--- src/rtl/seq_function_unit.sv ---
// Multi-cycle function unit: single-cycle ALU ops plus iterative shifts and a
// shift-add unsigned multiplier, with registered result/flags and START/BUSY/DONE.
module seq_function_unit #(
    parameter int WIDTH = 32
) (
    input  logic             CLK,
    input  logic             RESET,
    input  logic             START,
    input  logic [3:0]       FS,
    input  logic [WIDTH-1:0] BUS_A,
    input  logic [WIDTH-1:0] BUS_B,
    output logic [WIDTH-1:0] F,
    output logic             V,
    output logic             C,
    output logic             N,
    output logic             Z,
    output logic             BUSY,
    output logic             DONE
);
    localparam int CW = $clog2(WIDTH) + 1;

    typedef enum logic [1:0] {S_IDLE, S_SHIFT, S_MUL} state_t;

    state_t             state, state_nxt;
    logic [WIDTH-1:0]   opa, mplier;
    logic [2*WIDTH-1:0] acc, acc_nxt;
    logic [CW-1:0]      count;
    logic               shl;

    logic               is_shift, is_mul;
    logic [4:0]         shamt;
    logic               last_step;

    logic [WIDTH:0]     sum;
    logic [WIDTH-1:0]   res_f;
    logic               res_v, res_c;

    logic [WIDTH-1:0]   sh_nxt;
    logic               sh_out;
    logic [WIDTH:0]     madd;

    assign is_shift  = (FS == 4'd8) || (FS == 4'd9);
    assign is_mul    = (FS == 4'd10);
    assign shamt     = BUS_B[4:0];
    assign last_step = (count == CW'(1));

    // State register
    always_ff @(posedge CLK) begin
        if (RESET) state <= S_IDLE;
        else       state <= state_nxt;
    end

    // Next-state logic
    always_comb begin
        state_nxt = state;
        case (state)
            S_IDLE: begin
                if (START) begin
                    if (is_mul)                          state_nxt = S_MUL;
                    else if (is_shift && shamt != 5'd0)  state_nxt = S_SHIFT;
                end
            end
            S_SHIFT: if (last_step) state_nxt = S_IDLE;
            S_MUL:   if (last_step) state_nxt = S_IDLE;
            default: state_nxt = S_IDLE;
        endcase
    end

    // Output logic
    always_comb begin
        BUSY = (state != S_IDLE);
    end

    // Single-cycle result, also covers shifts by zero (F=A, C=0)
    always_comb begin
        sum   = '0;
        res_f = '0;
        res_v = 1'b0;
        res_c = 1'b0;
        case (FS)
            4'd0: res_f = BUS_A;
            4'd1: begin
                sum   = {1'b0, BUS_A} + {1'b0, BUS_B};
                res_f = sum[WIDTH-1:0];
                res_c = sum[WIDTH];
                res_v = (BUS_A[WIDTH-1] == BUS_B[WIDTH-1]) && (sum[WIDTH-1] != BUS_A[WIDTH-1]);
            end
            4'd2: begin
                sum   = {1'b0, BUS_A} + {1'b0, ~BUS_B} + {{WIDTH{1'b0}}, 1'b1};
                res_f = sum[WIDTH-1:0];
                res_c = sum[WIDTH];
                res_v = (BUS_A[WIDTH-1] != BUS_B[WIDTH-1]) && (sum[WIDTH-1] != BUS_A[WIDTH-1]);
            end
            4'd3:       res_f = BUS_A & BUS_B;
            4'd4:       res_f = BUS_A | BUS_B;
            4'd5:       res_f = BUS_A ^ BUS_B;
            4'd6:       res_f = ~BUS_A;
            4'd7:       res_f = BUS_B;
            4'd8, 4'd9: res_f = BUS_A;
            default:    res_f = '0;
        endcase
    end

    // One iteration of the shifter and of the shift-add multiplier
    always_comb begin
        sh_nxt  = shl ? (opa << 1) : (opa >> 1);
        sh_out  = shl ? opa[WIDTH-1] : opa[0];
        madd    = {1'b0, acc[2*WIDTH-1:WIDTH]} + (mplier[0] ? {1'b0, opa} : {(WIDTH+1){1'b0}});
        acc_nxt = {madd, acc[WIDTH-1:1]};
    end

    always_ff @(posedge CLK) begin
        if (RESET) begin
            F      <= '0;
            V      <= 1'b0;
            C      <= 1'b0;
            N      <= 1'b0;
            Z      <= 1'b0;
            DONE   <= 1'b0;
            opa    <= '0;
            mplier <= '0;
            acc    <= '0;
            count  <= '0;
            shl    <= 1'b0;
        end else begin
            DONE <= 1'b0;
            case (state)
                S_IDLE: begin
                    if (START) begin
                        if (is_mul) begin
                            opa    <= BUS_A;
                            mplier <= BUS_B;
                            acc    <= '0;
                            count  <= CW'(WIDTH);
                        end else if (is_shift && shamt != 5'd0) begin
                            opa   <= BUS_A;
                            shl   <= (FS == 4'd8);
                            count <= CW'(shamt);
                        end else begin
                            F    <= res_f;
                            V    <= res_v;
                            C    <= res_c;
                            N    <= res_f[WIDTH-1];
                            Z    <= (res_f == '0);
                            DONE <= 1'b1;
                        end
                    end
                end
                S_SHIFT: begin
                    opa   <= sh_nxt;
                    count <= count - CW'(1);
                    if (last_step) begin
                        F    <= sh_nxt;
                        V    <= 1'b0;
                        C    <= sh_out;
                        N    <= sh_nxt[WIDTH-1];
                        Z    <= (sh_nxt == '0);
                        DONE <= 1'b1;
                    end
                end
                S_MUL: begin
                    acc    <= acc_nxt;
                    mplier <= mplier >> 1;
                    count  <= count - CW'(1);
                    if (last_step) begin
                        F    <= acc_nxt[WIDTH-1:0];
                        V    <= 1'b0;
                        C    <= (acc_nxt[2*WIDTH-1:WIDTH] != '0);
                        N    <= acc_nxt[WIDTH-1];
                        Z    <= (acc_nxt[WIDTH-1:0] == '0);
                        DONE <= 1'b1;
                    end
                end
                default: ;
            endcase
        end
    end
endmodule

--- config.mk ---
export PLATFORM = sky130hd
export DESIGN_NAME = seq_function_unit
export DESIGN_NICKNAME = d
export VERILOG_FILES = /design/src/rtl/seq_function_unit.sv
export SDC_FILE = /design/constraint.sdc
export NUM_CORES = 1
export LEC_CHECK = 0
export CAP_MARGIN = 40
export CORE_MARGIN = 2
export CORE_UTILIZATION = 60
export DETAILED_ROUTE_END_ITERATION = 8
export GPL_TIMING_DRIVEN = 1
export MAX_ROUTING_LAYER = met4
export PLACE_DENSITY = 0.79
export SLEW_MARGIN = 10
export SYNTH_ARGS = -nofsm -noshare
export SYNTH_HDL_FRONTEND = slang
export SYNTH_SLANG_ARGS = --single-unit
--- constraint.sdc ---
create_clock -name CLK -period 9.8 [get_ports CLK]
set_input_delay 0.98 -clock CLK [delete_from_list [all_inputs] [get_ports CLK]]
set_output_delay 0.98 -clock CLK [all_outputs]
set_load 0.02 [all_outputs]
* Word-level counts from Yosys, hierarchy flattened *
Cells that the tools add are included.

storage, ports and cells
  bits in registers = 174
  latch bits = 0
  memory bits (writable) = 0
  bits in read-only memories = 0
  input port bits = 71
  output and inout port bits = 38
  logic and storage cells = 132
  memories = 0

cells by class
  add/sub/neg operators = 5
  $mul = 0
  div/mod/pow operators = 0
  order comparisons = 0
  eq/ne operators = 25
  shift-type cells = 0
  mux-type cells = 59
  bitwise gates (word level) = 6
  reductions and logical operators = 25

operators with widths
  kind                   count
  $mux 32                12
  $pmux 32 s8            1
  $mux 64                2
  $pmux 32 s2            2
  $pmux 64 s2            1
  $add 32x32->33         3
  $logic_not 32->1       3
  $pmux 32 s3            1
  $not 32->32            2
  $add 33x1->33 const B  1
  $and 32x32->32         1
  $or 32x32->32          1
  $reduce_bool 32->1     1
  $xor 32x32->32         1
  $mux 1                 24
  $mux 6                 3
  $eq 4x3->1 const B     4
  $eq 4x4->1 const B     3
  $ne 2x2->1 const B     6
  $pmux 6 s2             1
  $reduce_and 3->1       4
  $pmux 1 s3             3
  $eq 4x2->1 const B     2
  $mux 2                 4
  other kinds (24)       34

* Longest topological paths before layout *
  depth in word-level cells = 10
  mapped depth = 16
  mapped depth without buffers = 15

* Least setup slack after synthesis *
Ideal clock, no wire load.

  path type = input -> register
  from = input BUS_A[0]
  to = register Z
  setup time = 92 ps
  arrival time = 3797 ps
  path slack = 5911 ps
  stages on the path = 14
  path buffers = 0
  cells stage by stage = inv_1 -> ha_1 -> fa_1 -> nor2_1 -> o221ai_1 -> a211oi_1 -> o32ai_1 -> o31ai_1 -> o2bb2ai_1 -> a2111o_1 -> o31ai_1 -> nand4bb_1 -> nand4bb_1 -> o32ai_1

on the way
  cells in the longest elaborated chain, start to end = 8

RTL lines
  item                  RTL line  text
  from (decl)           10        input logic [WIDTH-1:0] BUS_A,
  $add 32x32->33        89        sum = {1'b0, BUS_A} + {1'b0, ~BUS_B} + {{WIDTH{1'b0}}, 1'b1};
  $add 33x1->33         89
  $pmux 32 s8 (*)       80        case (FS)
  $logic_not 32->1 (*)  144       Z <= (res_f == '0);
  $mux 1 (*)            135       end else if (is_shift && shamt != 5'd0) begin
  $mux 1 (*)            130       if (is_mul) begin
  $mux 1 (*)            129       if (START) begin
  $pmux 1 s3 (*)        127       case (state)
  to (signal assigned)  144
  to (signal assigned)  157       Z <= (sh_nxt == '0);
  to (signal assigned)  170       Z <= (acc_nxt[WIDTH-1:0] == '0);
  to (decl)             16        output logic Z,

Mark *: on every way between the ends. The rest lies on a longest branch, timed or not. The select of a mux whose other input is x is not followed.
A chain may end at the register's enable or synchronous reset.

* Worst setup path in the final report *
  from = input BUS_A[10]
  to = register Z

The elaborated chain is that of the path after synthesis.

==> impl_metrics.yaml <==
yosys:
  ys_async_sr_fraction: 0
  synth_top_cell_by_area: "dfxtp_1"
  ys_seq_elements: 172
  syn_area_mm2: 0.0165
  yosys_warnings: 0
  synth_edf_count: 0
  synth_flop_cell: "dfxtp_1"
  synth_top_area_frac: 0.208
  synth.distinct_cells: 97
  ys_seq_area_frac: 0.208
  synthCells: 2300
  syn-num-nets: 2516
  avgSynthCellArea_um2: 7.19
  synth_area_leaders: "dfxtp_1 (21%), ha_1 (11%), a21oi_1 (7.7%), nor2_1 (5.6%), mux2i_1 (4.8%)"
critical_path:
  worstSetupStartpoint: "BUS_A[10]"
  reg2reg_setup_slack_ps: 4720
  cp_cell_sequence: "clkdlybuf4s50_1, inv_1, ha_1, nand4_1, or4_1, a211oi_1, o21ai_1, a211oi_1, or2_1, o31a_1, a32oi_1, nand4bb_1, nand4bb_1, o32ai_1"
  worstPathArrival_ps: 5710
  critPathCapture: "Z"
  slowest_stage: "clkdlybuf4s50_1"
  cpPeakStageDelay_ps: 670
  critPathBufInv: 2
  crit_path_end_kind: "flip-flop"
  reg2reg_from: "mplier[0]"
  crit_cells: 14
  critPathTopFamily: "compound AO/OA/AOI/OAI gates"
  reg2reg_to: "C"
  crit_required_ps: 10160
  critPathLaunchType: "input port"
  path_class: "input port to flip-flop"
  crit_fanout: 15
  ff2ff_path_depth: 15
placement:
  dp_hpwl_mm: 46.0
  place.gp.congestion: 1.04
  pre_cts_ws_ps: 4180
  io_buffers: 108
  place_area_mm2: 0.0177
  dp_cells: 2623
route:
  drt-wirelength-per-cell_um: 23.8
  drc: 0
  wl_mm: 63.1
  dr.pass1.iters: 7
  drt_iter0_drc: 2697
  num_vias: 18600
  detail-route-antenna-nets: 0
  vias_per_cell: 7.02
timing:
  rsz0062_at_grt: "false"
  tightest_slew_ps: 927
  final.min_clock_period_ps: 5350
  hold_viol_final: 0
  slew_violations: 0
  finalSetupTns_ps: 0
  finClkSkew_ps: 14.0
  setup_viol: 0
  slew_headroom: 0.382
  fin_crit_sh: 0.546
  fin_hold_ws_ps: 465
  setup_slack_ps: 4450
  fmax_mhz: 187
clock_tree:
  cts_buffer_depth: 2
  postCtsSetupBuffers: 0
  insertion_delay_ps: 450
  clock-sinks: 172
  cts_tree: "yes"
  cts-buffers-inserted: 17
  cts_resized: 0
  htree_num_levels: 4
  path_clk_slew_ps: 80
  ctsHoldBuffers: 0
  ctsRootBufferMaster: "clkbuf_16"
floorplan:
  die_y_um: 170
  initial_utilization: 0.612
  fp-row-count: 60
  die_width_um: 170
  io_pins: 109
  core_area_mm2: 0.0270
  die_area_mm2: 0.0289
status:
  status: "completed"
layout:
  final_nets: 2518
  final_cells: 2656
  stdcell_area_mm2: 0.0184
  syn_to_final_growth_pct: 11.0
  drive_above_1_share: 0.0514
  fin_util: 0.679
  n_antenna_cell: 0
power:
  finalPower_mw: 2.55
  ir_worst_vdd_v: 0.000102
  leakage_nw: 7.09
  p_per_area_mw_per_mm2: 139
job:
  maxCapViolations: 0
global_routing:
  antenna_found_initial: 0
  grt_pass1_wl_mm: 97.1
  grt-ovfl-total: 0
  grt_util_all_layers: 0.443
  grt_pass1_vias: 17300
  grt_max_degree: 83
hold_path:
  hp-class: "flip-flop to flip-flop"
  hp-start: "F[6]"
power breakdown:
part	switching, mW	internal, mW
clock network	0.342	0.395
registers	0.0563	0.758
logic	0.658	0.341
worst min-delay path, cell delays in order, from the launching register on:
cell and delay, ps:
dfxtp_1 320, nand2_1 50, a21oi_1 50
logic make-up after synthesis:
family / Yosys count / synth area share
buffers and inverters: 274 / 0.0655
and+or+nand+nor: 830 / 0.243
muxes: 84 / 0.0511
adders and majority gates: 145 / 0.111
DFF: 172 / 0.208
xor gates and xnor gates: 36 / 0.0195
AOI/OAI and AO/OA: 759 / 0.302
synthesized netlist by cell type (12+ instances only):
master	n
nor4_1	19
dfxtp_1	172
nand4_1	38
o31ai_1	13
o2111ai_1	12
a21o_1	25
a22oi_1	31
buf_1	15
nor2_1	245
a31oi_1	25
or3_1	14
xor2_1	17
xnor2_1	18
and2_1	41
buf_2	15
o22ai_1	16
nand3_1	90
mux2i_1	80
o21ai_0	82
a211o_1	13
inv_1	107
ha_1	143
o211ai_1	48
nor2b_1	26
nand2_1	213
nor3_1	44
clkbuf_1	123
o21ai_1	29
nand2b_1	30
a211oi_1	74
a21oi_1	254
flip-flops by register name, indices dropped and copies added (netlist names):
register  cells
count         6
opa          32
shl           1
mplier       32
V             1
acc          63
Z             1
F            32
DONE          1
C             1
state         2
cell type report:
| cell class | count | area, um2 |
|---|---|---|
| multi-input combinational | 1854 | 12100 |
| timing repair buffer | 141 | 1350 |
| clock inverter | 13 | 171 |
| sequential | 172 | 3440 |
| tap | 341 | 427 |
| inverter | 116 | 435 |
| fill | 2324 | 8660 |
| clock buffer | 19 | 443 |
routing by layer:
| layer | GRT usage | up-vias | share of wire |
|---|---|---|---|
| met1 | 0.563 | 8738 | 0.40 |
| met4 | 0.215 | 0 | 0.053 |
| met5 | - | - | 0 |
| met3 | 0.0907 | 251 | 0.11 |
| met2 | 0.671 | 1208 | 0.44 |
| li1 | - | 8436 | - |
cells in the final DEF, fill, tap and decap left out, types with 29 or more instances in the layout:
master | Yosys | routed
inv_1 | 107 | 107
and2_1 | 41 | 41
nor2_1 | 245 | 245
nand4_1 | 38 | 38
clkdlybuf4s50_1 | 0 | 107
a21oi_1 | 254 | 253
mux2i_1 | 80 | 80
a22oi_1 | 31 | 31
nand2b_1 | 30 | 30
nand3_1 | 90 | 90
buf_4 | 1 | 29
o21ai_0 | 82 | 82
nor3_1 | 44 | 42
a211oi_1 | 74 | 74
dfxtp_1 | 172 | 171
nand2_1 | 213 | 213
ha_1 | 143 | 140
o211ai_1 | 48 | 48
worst min-delay path by stage:
stage	cells past startpoint	end	slack, ps
after floorplan	2	mplier[31]	430
after global placement	2	acc[32]	440
after detailed placement	2	F[22]	450
after CTS	2	F[22]	460
after global routing	2	F[18]	480
final	2	F[6]	470
Power figures use the tool's default switching activity.
